`src/rtl/lsu_pkg.sv`:
```
// rtl/lsu_pkg.sv - shared encodings for the load/store unit
package lsu_pkg;

    localparam logic [1:0] SZ_B = 2'd0;
    localparam logic [1:0] SZ_H = 2'd1;
    localparam logic [1:0] SZ_W = 2'd2;

    typedef logic [1:0] state_t;
    localparam state_t ST_IDLE = 2'd0;
    localparam state_t ST_REQ  = 2'd1;
    localparam state_t ST_RESP = 2'd2;
    localparam state_t ST_OUT  = 2'd3;

    localparam logic [3:0] STRB_NONE = 4'b0000;
    localparam logic [3:0] STRB_B0   = 4'b0001;
    localparam logic [3:0] STRB_LO   = 4'b0011;
    localparam logic [3:0] STRB_HI   = 4'b1100;
    localparam logic [3:0] STRB_ALL  = 4'b1111;

    // Size 3 has no legal encoding and is reported like a misaligned access.
    function automatic logic is_misaligned(input logic [1:0] size, input logic [1:0] lsb);
        case (size)
            SZ_B:    return 1'b0;
            SZ_H:    return lsb[0];
            SZ_W:    return lsb != 2'b00;
            default: return 1'b1;
        endcase
    endfunction

endpackage

```
`src/rtl/lsu_align.sv`:
```
// rtl/lsu_align.sv - store lane replication/strobes and load extraction/extension
module lsu_align
    import lsu_pkg::*;
(
    input  logic [31:0] st_data,
    input  logic [1:0]  size,
    input  logic [1:0]  lsb,
    input  logic        zero_ext,
    input  logic [31:0] rdata,
    output logic [31:0] st_wdata,
    output logic [3:0]  st_wstrb,
    output logic [31:0] ld_data
);

    logic [7:0] lane;

    always_comb begin
        st_wdata = st_data;
        st_wstrb = STRB_ALL;
        case (size)
            SZ_B: begin
                st_wdata = {4{st_data[7:0]}};
                st_wstrb = STRB_B0 << lsb;
            end
            SZ_H: begin
                st_wdata = {2{st_data[15:0]}};
                st_wstrb = lsb[1] ? STRB_HI : STRB_LO;
            end
            default: ;
        endcase
    end

    assign lane = 8'(rdata >> {lsb, 3'b000});

    always_comb begin
        case (size)
            SZ_B:    ld_data = {{24{~zero_ext & lane[7]}}, lane};
            SZ_H:    ld_data = lsb[1] ? {{16{~zero_ext & rdata[31]}}, rdata[31:16]}
                                      : {{16{~zero_ext & rdata[15]}}, rdata[15:0]};
            default: ld_data = rdata;
        endcase
    end

endmodule

```
`src/rtl/lsu.sv`:
```
// rtl/lsu.sv - memory-access stage: one outstanding load/store or pass-through op
module lsu
    import lsu_pkg::*;
#(
    parameter int TIMEOUT = 0,
    parameter int CNT_W   = 8
) (
    input  logic        clk,
    input  logic        rst_n,
    input  logic        in_valid,
    output logic        in_ready,
    input  logic [31:0] in_res,
    input  logic [31:0] in_wdata,
    input  logic        in_load,
    input  logic        in_store,
    input  logic [1:0]  in_size,
    input  logic        in_unsigned,
    input  logic [4:0]  in_rd,
    input  logic        in_rd_wen,
    output logic        mem_req_valid,
    input  logic        mem_req_ready,
    output logic [31:0] mem_req_addr,
    output logic        mem_req_wen,
    output logic [31:0] mem_req_wdata,
    output logic [3:0]  mem_req_wstrb,
    input  logic        mem_resp_valid,
    input  logic [31:0] mem_resp_rdata,
    output logic        out_valid,
    input  logic        out_ready,
    output logic [31:0] out_data,
    output logic [4:0]  out_rd,
    output logic        out_rd_wen,
    output logic        out_misalign,
    output logic        out_timeout
);

    localparam bit               WD_EN   = (TIMEOUT > 0);
    localparam logic [CNT_W-1:0] WD_LAST = CNT_W'(TIMEOUT > 0 ? TIMEOUT - 1 : 0);

    state_t           state;
    logic [31:0]      cap_addr;
    logic [31:0]      cap_wdata;
    logic             cap_load;
    logic             cap_store;
    logic             cap_unsigned;
    logic [1:0]       cap_size;
    logic [CNT_W-1:0] wd_cnt;
    logic [31:0]      st_wdata;
    logic [3:0]       st_wstrb;
    logic [31:0]      ld_data;

    lsu_align u_align (
        .st_data  (cap_wdata),
        .size     (cap_size),
        .lsb      (cap_addr[1:0]),
        .zero_ext (cap_unsigned),
        .rdata    (mem_resp_rdata),
        .st_wdata (st_wdata),
        .st_wstrb (st_wstrb),
        .ld_data  (ld_data)
    );

    assign in_ready      = (state == ST_IDLE);
    assign mem_req_valid = (state == ST_REQ);
    assign out_valid     = (state == ST_OUT);
    assign mem_req_addr  = {cap_addr[31:2], 2'b00};
    assign mem_req_wen   = cap_store;
    assign mem_req_wdata = st_wdata;
    assign mem_req_wstrb = cap_store ? st_wstrb : STRB_NONE;

    // out_data is preloaded with in_res at accept; only a completed load overwrites it.
    always_ff @(posedge clk) begin
        if (!rst_n) begin
            state        <= ST_IDLE;
            cap_addr     <= '0;
            cap_wdata    <= '0;
            cap_load     <= 1'b0;
            cap_store    <= 1'b0;
            cap_unsigned <= 1'b0;
            cap_size     <= SZ_B;
            wd_cnt       <= '0;
            out_data     <= '0;
            out_rd       <= '0;
            out_rd_wen   <= 1'b0;
            out_misalign <= 1'b0;
            out_timeout  <= 1'b0;
        end else begin
            case (state)
                ST_IDLE: begin
                    if (in_valid) begin
                        cap_addr     <= in_res;
                        cap_wdata    <= in_wdata;
                        cap_load     <= in_load;
                        cap_store    <= in_store;
                        cap_unsigned <= in_unsigned;
                        cap_size     <= in_size;
                        out_data     <= in_res;
                        out_rd       <= in_rd;
                        out_misalign <= 1'b0;
                        out_timeout  <= 1'b0;
                        if (!(in_load || in_store)) begin
                            out_rd_wen <= in_rd_wen;
                            state      <= ST_OUT;
                        end else if (is_misaligned(in_size, in_res[1:0])) begin
                            out_rd_wen   <= 1'b0;
                            out_misalign <= 1'b1;
                            state        <= ST_OUT;
                        end else begin
                            out_rd_wen <= in_load & in_rd_wen;
                            state      <= ST_REQ;
                        end
                    end
                end
                ST_REQ: begin
                    if (mem_req_ready) begin
                        wd_cnt <= '0;
                        state  <= ST_RESP;
                    end
                end
                ST_RESP: begin
                    if (mem_resp_valid) begin
                        if (cap_load) begin
                            out_data <= ld_data;
                        end
                        state <= ST_OUT;
                    end else if (WD_EN && wd_cnt == WD_LAST) begin
                        out_timeout <= 1'b1;
                        out_rd_wen  <= 1'b0;
                        state       <= ST_OUT;
                    end else begin
                        wd_cnt <= wd_cnt + 1'b1;
                    end
                end
                ST_OUT: begin
                    if (out_ready) begin
                        state <= ST_IDLE;
                    end
                end
                default: state <= ST_IDLE;
            endcase
        end
    end

endmodule

```
`config.mk`:
```
export PLATFORM = sky130hd
export DESIGN_NAME = lsu
export DESIGN_NICKNAME = d
export VERILOG_FILES = /design/src/rtl/lsu_pkg.sv /design/src/rtl/lsu_align.sv /design/src/rtl/lsu.sv
export SDC_FILE = /design/constraint.sdc
export NUM_CORES = 1
export LEC_CHECK = 0
export CAP_MARGIN = 0
export CORE_MARGIN = 2
export CORE_UTILIZATION = 35
export DETAILED_ROUTE_END_ITERATION = 8
export PLACE_DENSITY = 0.72
export SLEW_MARGIN = 15
export SYNTH_ARGS = -nofsm -noshare
export SYNTH_HDL_FRONTEND = slang
export SYNTH_SLANG_ARGS = --single-unit
```
`constraint.sdc`:
```
create_clock -name clk -period 1.58 [get_ports clk]
set_input_delay 0.474 -clock clk [delete_from_list [all_inputs] [get_ports clk]]
set_output_delay 0.474 -clock clk [all_outputs]
set_load 0.1 [all_outputs]
```
Word-level counts from Yosys, hierarchy flattened
Cells that the tools add are included.
{"block": "word_totals", "regBits": 110, "latchBits": 0, "ramBits": 0, "romBits": 0, "word_cells": 64, "n_memories": 0}
{"block": "op_classes", "addsub": 0, "n_mul": 0, "div_mod_pow": 0, "order_cmp": 0, "n_eq_ne": 11, "shifts": 2, "n_mux": 26, "n_bitwise": 5, "n_reduce_logical": 9}
{"op": "$pmux W32 S2", "count": 3}
{"op": "$mux W32", "count": 4}
{"op": "$shr A32 B5 Y8", "count": 1}
{"op": "$mux W2", "count": 6}
{"op": "$mux W1", "count": 8}
{"op": "$mux W4", "count": 2}
{"op": "$pmux W2 S4", "count": 1}
{"op": "$pmux W4 S2", "count": 1}
{"op": "$reduce_and A4 Y1", "count": 2}
{"op": "$eq A2 B1 Y1 const B", "count": 3}
{"op": "$eq A2 B2 Y1 const B", "count": 3}
{"op": "$logic_not A2 Y1", "count": 3}
{"op": "$ne A2 B2 Y1 const B", "count": 3}
{"op": "$and A1 B1 Y1", "count": 4}
{"op": "$ne A2 B1 Y1 const B", "count": 2}
{"op": "$reduce_bool A2 Y1", "count": 2}
{"op": "$shl A1 B2 Y4 const A", "count": 1}
{"op": "$pmux W1 S3", "count": 1}
{"op": "$reduce_and A2 Y1", "count": 1}
{"op": "$logic_or A1 B1 Y1", "count": 1}
{"op": "$not A1 Y1", "count": 1}

Logic depth before layout (Yosys ltp)
{"block": "depth", "word_depth": 10, "depth_mapped": 9, "mapped_depth_nobuf": 6}

By module
A second synthesis with hierarchy kept.
{"block": "unflattened", "hier_cells": 732, "area_unflattened_um2": 6003.3}
{"mod": "lsu", "n_inst": 1, "cells_each": 544, "area_per_inst_um2": 4744.6, "seq_area_each_um2": 2202.1}
{"mod": "lsu_align", "n_inst": 1, "cells_each": 188, "area_per_inst_um2": 1258.7, "seq_area_each_um2": 0.0}

Least setup slack after synthesis
No wires, ideal clock.
{"block": "synth_timing", "kind": "reg-to-output", "start": "register cap_size[0]", "end": "output port mem_req_wdata[24]", "arrival_ns": 3.062, "t_required_ns": 1.106, "setup_slack_ns": -1.956, "path_stages_with_launch": 6, "n_path_buf": 3, "cell_sequence": "dfxtp_1 > buf_6 > buf_2 > buf_4 > mux2i_1 > o21ai_0"}
{"block": "synth_via", "elab_chain_len": 2}
{"element": "start: declaration", "line_no": "lsu.sv:46", "rtl": "logic [1:0] cap_size;"}
{"element": "start signal: assignment", "line_no": "lsu.sv:96", "rtl": "cap_size <= in_size;"}
{"element": "$eq A2 B1 Y1 or $logic_not A2 Y1 (tied branches)", "line_no": "lsu_align.sv:20", "rtl": "case (size)"}
{"element": "$pmux W32 S2 (*)", "line_no": "lsu_align.sv:20"}
{"element": "end: declaration", "line_no": "lsu.sv:24", "rtl": "output logic [31:0] mem_req_wdata,"}
Every way passes the cells marked *; elsewhere a longest branch is shown, timed or not.

Final worst setup path
{"block": "layout_timing", "start": "register cap_size[0]", "end": "output port mem_req_wstrb[1]"}
{"block": "layout_via", "elab_chain_len": 3}
{"element": "$eq A2 B1 Y1 or $logic_not A2 Y1 (tied branches)", "line_no": "lsu_align.sv:20"}
{"element": "$pmux W4 S2 (*)", "line_no": "lsu_align.sv:20"}
{"element": "$mux W4 (*)", "line_no": "lsu.sv:69", "rtl": "assign mem_req_wstrb = cap_store ? st_wstrb : STRB_NONE;"}
{"element": "end: declaration", "line_no": "lsu.sv:25", "rtl": "output logic [3:0] mem_req_wstrb,"}
Marked as above.

==> impl_metrics.ini <==
[status]
status = complete, but fails checks
violations = setup timing

[timing]
finalWorstSetupSlack_ns = -0.4220
setup_viol = 66
max_freq_ghz = 0.4995
period_share_pct = 126.7
hold_violations = 0
clock-skew-final_ns = 0.006715
drv_slew = 0
hold_ws_ns = 0.4645
fin_crit_ns = 2.002
rsz0062_at_grt = yes

[clocking]
htreeDepth = 3
cts_buffers = 9
clockBufferDepth = 2
clock_latency_ns = 0.36
tritoncts = built
clockRootBuffer = clkbuf_16
clk_pin_slew_ns = 0.08
clock_sinks = 110

[floorplan]
ioPinCount = 225
fp.coreArea_um2 = 15890
placementRows = 46
dieArea_um2 = 17310
start_util_pct = 35.85
dieHeight_um = 131.6
die_x_um = 131.6

[global_route]
grt_pass1_wl_mm = 35.74
grt.overflow.total = 0
grt_pass1_vias = 6458
grt_max_degree = 46
antenna_found_initial = 0
track_usage_pct = 26.08

[yosys]
synthXorXnorAreaFrac_pct = 0
synth_seq_area_share_pct = 38.67
ys.flop_type = dfxtp_1
yosys-top-cells-area = dfxtp_1 39%, nand2_1 13%, a21oi_1 8.3%, buf_4 5.8%, mux2_2 3.2%
syn_area_um2 = 5694
synth_edf_count = 0
avgSynthCellArea_um2 = 7.942
muxShareOfSynthArea_pct = 6.724
synth_top_area_cell = dfxtp_1
synth_top_family_by_area = compound AO/OA/AOI/OAI gates
synth_top_area_share_pct = 38.67
ys_warn_count = 0
ys_seq_elements = 110
synth-compound-area-share_pct = 23.80
syn_inst = 717
async_flop_share_pct = 0
ys_types = 54
synthAdderAreaFrac_pct = 0.8789
synthSimpleGateAreaFrac_pct = 18.41

[placed_design]
io_buffers = 221
dp_slack_ns = -0.4367
dp_hpwl_mm = 14.86
gp_congestion = 0.9135

[cells_and_area]
drive_above_1_share_pct = 42.58
syn_to_final_growth_pct = 100.2
fin_nets = 1096
diodes = 0

[critical_path]
setup.worst_path.end_class = output pin
cp_max_fo = 6
required_ns = 1.11
slowest_stage = dfxtp_4
slowest_delay_ns = 0.39
rrSetupSlack_ns = -0.25
crit_path_start_kind = register
path_cells = or2_4 > and2_4 > o21a_4 > buf_12
arrival_ns = 1.53
critPathKind = reg2out

[detailed_routing]
initialDrtViolationCount = 460
firstDrtPassIters = 6
finalWirelength_mm = 24.30
vias = 6444
drc = 0
wl_per_cell_um = 20.25
via_per_inst = 5.370
ant_nets = 0

[power]
p_clk_share_pct = 10.3
sequentialPowerShare_pct = 20.2
p_int_mw = 10.97
cellPowerDensity_nw_per_um2 = 1946
p_sw_share_pct = 50.52
p_comb_share_pct = 69.5
vdd_drop_max_uv = 1097
power_switching_mw = 11.21
p_leak_nw = 4.381

[run]
drv_cap = 0

[hold_path]
hp-class = reg2reg
-- power by group through the flow --
stage / Clock (mW) / Sequential [mW] / Combinational (mW)
floorplan: 0 / 6.65 / 6.05
global placement: 0 / 4.34 / 13.0
detailed placement: 0 / 4.38 / 13.1
CTS: 2.33 / 4.43 / 14.6
global route: 2.44 / 4.57 / 15.9
finish: 2.30 / 4.47 / 15.4
-- final timing paths --
check,from,endpoint,cells after the start
worst max register to register,state[1],out_data[20],9
worst min-delay path,cap_wdata[28],cap_wdata[28],2
worst max-delay path,cap_size[0],mem_req_wstrb[1],4
worst min register to register,cap_wdata[28],cap_wdata[28],2
-- metal layers --
metal  part of all wire [%]  track usage [%]  vias to the layer above
li1                       -                -                     2967
met1                     38            30.27                     3099
met2                     51            45.00                      314
met3                    7.9            7.716                       64
met4                    3.5            10.33                        0
met5                      0                0                        -
-- per-stage QoR --
| stage | power (mW) | cell area, um2 | TNS, ns | cells | utilization, % |
|---|---|---|---|---|---|
| 5_1_grt | 22.87 | 11400 | -18.35 | 1200 | 71.75 |
| 3_5_place_dp | 17.44 | 9764 | -30.77 | 1148 | 61.47 |
| 4_1_cts | 21.34 | 10990 | -14.25 | 1190 | 69.20 |
| 2_1_floorplan | 12.70 | 6061 | -11.88 | 719 | - |
| 6_report | 22.18 | 11400 | -15.37 | 1200 | 71.75 |
| 3_3_place_gp | 17.30 | 9764 | -29.13 | 1148 | 61.47 |
-- flip-flops by register name, indices dropped and copies added, names as in the netlist --
signal	cells
cap_addr	32
cap_wdata	32
out_data	32
out_rd	5
cap_size	2
state	2
cap_load	1
cap_unsigned	1
mem_req_wen	1
out_misalign	1
out_rd_wen	1
-- cells by family after synthesis --
kind of cell / count (synthesis)
other cells: 1
fa+ha+maj: 4
flops: 110
simple gates: 251
compound gates: 206
buf+inv: 110
mux: 35
-- critical path, delay by kind of cell (launching register included) --
| family | cells | cell delay, ns |
|---|---|---|
| compound gates | 1 | 0.21 |
| buf+inv | 1 | 0.16 |
| simple gates | 2 | 0.41 |
| flops | 1 | 0.39 |
-- placed cells by master, fill, tap and decap left out, types with 5 or more instances in the layout --
cell type        netlist  final
a211oi_1              15      5
a211oi_2               0     10
a21oi_1               95     79
a21oi_2                4     17
a22oi_2                0     15
a2bb2oi_2              3     16
and2_4                 0      5
buf_12                 0    127
buf_16                 0      8
buf_4                 44     66
buf_6                  6     24
clkbuf_16              0     12
clkdlybuf4s50_1        0    111
dfxtp_1              110     98
dfxtp_2                0      8
inv_1                 12     10
mux2_4                 1     13
mux2i_1               16      7
mux2i_4                0      8
nand2_1              190    173
nand2_2                0      9
nand2_4                0      8
nand3b_1               7      7
nor2_1                29     28
nor2b_4                0      6
o211ai_1              13     13
o21ai_4                0      8
o22ai_1                7      7
-- synth_stat cells (2+ instances only) --
cell type	n
buf_4	44
clkbuf_1	19
ha_1	4
a2bb2oi_2	3
mux2i_2	2
a21oi_2	4
dfxtp_1	110
a22oi_1	16
o21ai_0	11
o22ai_1	7
buf_1	4
mux2i_1	16
nand2_1	190
a31oi_1	3
o221ai_1	3
a211oi_1	15
and2_1	4
buf_6	6
nand2b_1	2
o31ai_1	7
a2bb2oi_1	13
nor2_1	29
nand3b_1	7
o32ai_1	6
inv_1	12
mux2_2	16
buf_2	22
nor2b_1	8
o211ai_1	13
nor3_1	3
a21oi_1	95
-- final cells by class --
class	count	area, um2
inverter	14	62.56
fill	1073	4487
multi-input combinational	500	3739
clock inverter	5	42.54
timing repair buffer	344	4805
sequential	110	2227
tap	216	270.3
clock buffer	11	252.7
-- repair_timing --
item / 4_1_cts / 5_1_grt
resized for setup: 112 / 73
setup buffers: 16 / 8
hold buffers: 0 / 0
cloned: 12 / 6
endpoints found under the setup margin: 65 / 141
pin swaps: 36 / 21
Power figures use the tool's default switching activity.
